<file path="config.mk">
export PLATFORM = sky130hd
export DESIGN_NAME = fir_rrc
export DESIGN_NICKNAME = d
export VERILOG_FILES = /design/src/rtl/fir_rrc.sv
export SDC_FILE = /design/constraint.sdc
export NUM_CORES = 2
export LEC_CHECK = 0
export CAP_MARGIN = 10
export CORE_ASPECT_RATIO = 1.2
export CORE_MARGIN = 8
export CORE_UTILIZATION = 45
export CTS_CLUSTER_DIAMETER = 30
export DETAILED_ROUTE_END_ITERATION = 16
export GPL_ROUTABILITY_DRIVEN = 0
export GPL_TIMING_DRIVEN = 0
export MAX_ROUTING_LAYER = met4
export SYNTH_ARGS = -nofsm -noshare
export SYNTH_HDL_FRONTEND = slang
export SYNTH_SLANG_ARGS = --single-unit
</file>
<file path="constraint.sdc">
create_clock -name clk -period 14.8 [get_ports clk]
set_input_delay 3.7 -clock clk [delete_from_list [all_inputs] [get_ports clk]]
set_output_delay 3.7 -clock clk [all_outputs]
set_load 0.1 [all_outputs]
</file>
<file path="src/rtl/fir_rrc.sv">
`default_nettype none
// ============================================================================
// Module      : fir_rrc
// Description : Fixed 21-tap root-raised-cosine FIR filter for 12-bit signed
//               baseband samples. Takes one sample per clock and produces one
//               filtered sample per clock. The output is registered.
//               Coefficients are Q1.15, symmetric, and sum to 32758.
//               The sum is formed at full precision, scaled by floor(/2^15),
//               and saturated to 12 bits.
// Ports       : clk  - sole clock, rising edge
//               rst  - synchronous active-high reset; clears history and out
//               in   - 12-bit signed input sample, taken every edge
//               out  - 12-bit signed filtered sample, registered
// Revision    : 1.0 - initial release
// ============================================================================
module fir_rrc (
    input  logic               clk,
    input  logic               rst,
    input  logic signed [11:0] in,
    output logic signed [11:0] out
);

    localparam int c_taps = 21;
    localparam int c_half = 10;   // index of the centre tap
    localparam int c_accw = 34;   // 21 products of 28 bits plus headroom

    // Unique half of the symmetric coefficient set: c[k] = c[20-k].
    localparam logic signed [15:0] c_coef [0:c_half] = '{
        -16'sd120,  16'sd120,   16'sd344,   16'sd120,  -16'sd616,
        -16'sd1288, -16'sd872,  16'sd1288,  16'sd4746,  16'sd8000,
         16'sd9314
    };

    localparam logic signed [c_accw-1:0] c_max = 34'sd2047;
    localparam logic signed [c_accw-1:0] c_min = -34'sd2048;

    // r_dly[k] holds x[n-k] for k = 1..20. x[n] is the live input, so the
    // edge that samples a value also loads its filtered result.
    logic signed [11:0]       r_dly [1:c_taps-1];
    logic signed [11:0]       r_out;

    logic signed [11:0]       w_x   [0:c_taps-1];
    logic signed [c_accw-1:0] w_acc;
    logic signed [c_accw-1:0] w_scaled;
    logic signed [11:0]       w_sat;

    always_comb begin
        w_x[0] = in;
        for (int k = 1; k < c_taps; k++) begin
            w_x[k] = r_dly[k];
        end
    end

    // Symmetric pre-add: pair x[n-k] with x[n-20+k] and multiply once.
    always_comb begin
        w_acc = c_accw'(c_coef[c_half]) * c_accw'(w_x[c_half]);
        for (int k = 0; k < c_half; k++) begin
            w_acc = w_acc + c_accw'(c_coef[k])
                          * (c_accw'(w_x[k]) + c_accw'(w_x[c_taps-1-k]));
        end
    end

    // The arithmetic shift gives floor rounding toward minus infinity.
    always_comb begin
        w_scaled = w_acc >>> 15;
        if (w_scaled > c_max) begin
            w_sat = 12'sh7FF;
        end else if (w_scaled < c_min) begin
            w_sat = 12'sh800;
        end else begin
            w_sat = w_scaled[11:0];
        end
    end

    always_ff @(posedge clk) begin
        if (rst) begin
            for (int k = 1; k < c_taps; k++) begin
                r_dly[k] <= '0;
            end
            r_out <= '0;
        end else begin
            r_dly[1] <= in;
            for (int k = 2; k < c_taps; k++) begin
                r_dly[k] <= r_dly[k-1];
            end
            r_out <= w_sat;
        end
    end

    assign out = r_out;

endmodule
`default_nettype wire

</file>
==> flow_summary.json <==
{
  "status": "finished, final reports clean",
  "syn_avg_cell_area_sq_um": 9.49,
  "hold_viol": 0,
  "cp-end-kind": "flop",
  "cp.arrival_ps": 14170,
  "yosys_most_used_dff": "dfxtp_1",
  "cts_sinks": 252,
  "nNetsFinal": 5419,
  "synth.area.top_cells": "fa_1 (25%), ha_1 (25%), dfxtp_1 (13%), inv_1 (8.1%), xnor2_1 (4.8%)",
  "synth_largest_area_cell": "fa_1",
  "drtAntennaViolNets": 0,
  "grt_pass1_wl_mm": 154,
  "tightest_slew_ps": 995,
  "async_flop_share_pct": 0,
  "detail_route.wl_per_cell_um": 18.1,
  "route.detailed.drc": 0,
  "cts_made_buffers": 60,
  "coreArea_sq_um": 85100,
  "ctsLongestPathBuffers": 3,
  "fmax_mhz": 73.3,
  "crit_required_ps": 15330,
  "ys_ff_latch": 252,
  "final_common_cell": "inv_1",
  "drive_gt1_share_pct": 4.39,
  "num_vias": 27000,
  "fillers": 8006,
  "synth_edf_count": 0,
  "hold_buffers": 0,
  "met2_usage_pct": 36.6,
  "syn_inst": 4074,
  "synth_cell_types": 96,
  "cts_htree_levels": 2,
  "syn_to_final_growth_pct": 9.69,
  "cts_resized": 0,
  "hp-class": "flop to flop",
  "crit_type": "input pin to flop",
  "drtIter0Drc": 1138,
  "cts_tree": "yes",
  "skew_ps": 11.6,
  "grt_pass1_vias": 27900,
  "synth.yosys.warnings": 0,
  "ys_seq_area_share_pct": 13.0,
  "maxCapViolations": 0,
  "rsz0062_at_grt": "no",
  "num_rows": 117,
  "first_pass_iters": 5,
  "cts_setup_buffers": 0,
  "crit_slowest_cell": "fa_1",
  "grt_max_degree": 17,
  "slowest_delay_ps": 540,
  "cp_max_fo": 7,
  "initial_utilization_pct": 45.5,
  "grt_overflow_total": 0,
  "dp_hpwl_mm": 85.1,
  "clkTransAtPathRegs_ps": 50,
  "critical_path.most_common_cell": "ha_1",
  "antenna_found_initial": 1,
  "layout_common_cells": "inv_1 (833), ha_1 (759), fa_1 (485)",
  "top_usage_layer": "met2",
  "tns_ps": 0,
  "period_needed_ps": 13640,
  "io_buffer_count": 24,
  "synth_nets": 5332,
  "routed_wl_mm": 96.5,
  "io_pins": 26,
  "gr-usage-met3_pct": 1.87,
  "gr-usage-met1_pct": 25.9,
  "slew_viol_final": 0,
  "chipHeight_um": 337,
  "fin_crit_sh_pct": 92.2,
  "fp.dieW_um": 284,
  "grt_use_total_pct": 21.0,
  "die-area_sq_um": 95600,
  "final-setup-viol-count": 0,
  "cp-start-kind": "input pin",
  "via_per_inst": 5.04,
  "synth.top_cell.area_share_pct": 25.1,
  "synth_area_sq_um": 38700,
  "slew_headroom_pct": 33.2,
  "cts_root_buf": "clkbuf_16",
  "clock_latency_ps": 620
}
## kinds of logic after synthesis
kind of cell | share of synthesized area, %
muxes | 0.544
xor gates and xnor gates | 7.56
buffers and inverters | 8.43
DFF | 13.0
adders and majority gates | 49.7
and+or+nand+nor | 10.9
AOI/OAI and AO/OA | 9.79
## path summary, 6_finish.rpt
check	start	endpoint	cells past startpoint	slack [ps]
setup / recovery	in[0]	out[5]	40	1160
hold / removal	r_dly[0][182]	r_dly[0][194]	1	460
setup reg to reg	r_dly[0][60]	out[5]	46	1840
hold reg to reg	r_dly[0][182]	r_dly[0][194]	1	460
## worst max-delay path, delay by kind of cell
kind | cells | cell delay, ps
fa+ha+maj | 11 | 4130
xor+xnor | 4 | 1040
simple gates | 4 | 1010
compound gates | 17 | 3450
buf+inv | 4 | 810
## metrics by stage
stage | hold WS [ps] | std cells | setup WS, ps | cell area [sq um] | utilization [%]
6_report | 465 | 5343 | 1160 | 42400 | 49.9
3_5_place_dp | 461 | 5228 | 245 | 40300 | 47.4
5_1_grt | 480 | 5342 | 582 | 42400 | 49.9
4_1_cts | 465 | 5341 | 827 | 42400 | 49.8
3_3_place_gp | 452 | 5228 | 217 | 40300 | 47.4
2_1_floorplan | 442 | 4074 | 1910 | 38700 | -
## metal layers
layer	share of wire [%]	wire, um	vias up
met5	0	0	-
met4	3.1	3010	0
met3	2.6	2470	118
met2	50	48100	301
met1	44	42900	13100
li1	-	-	13400
## flip-flops by register name, indices dropped and copies added (netlist names)
signal and flops:
out 12, r_dly 240
## cell type report
cell class              instances  area, sq um  area share, %
well taps                    1130         1410           3.33
multi-input cells            2954        30400           71.6
repair buffers                 25          248          0.584
plain buffers                  33          126          0.298
inverters                     835         3130           7.39
clock inverters                47          500           1.18
flip-flops and latches        252         5040           11.9
clock buffers                  66         1570           3.71
diodes                          1         2.50        0.00590
## cells in the mapped netlist (4+ instances only)
cell	number
o41ai_1	9
o211a_1	4
fa_1	485
o21a_1	28
and2_1	12
a21oi_1	184
o21ai_1	12
a211o_1	13
nor2_1	161
a21boi_0	11
o31ai_1	11
and3_1	29
mux2_2	8
ha_1	759
nand2_1	108
a211oi_1	29
a41o_1	5
a31o_2	9
a2111oi_0	4
o21bai_1	32
o21ai_0	72
o31a_1	8
nor4_1	5
o211ai_1	12
nand2b_1	28
nor2b_1	255
or3_1	29
a31oi_1	19
nand3b_1	5
xnor2_1	211
nand3_1	54
nor3_1	71
xor2_1	108
or2_2	21
dfxtp_1	252
clkbuf_1	28
inv_1	833
mux2i_1	12
a21o_1	52
Power is left out: the tool's default activity adds up to more than one toggle a clock period on the data nets, which glitch-free logic cannot reach.
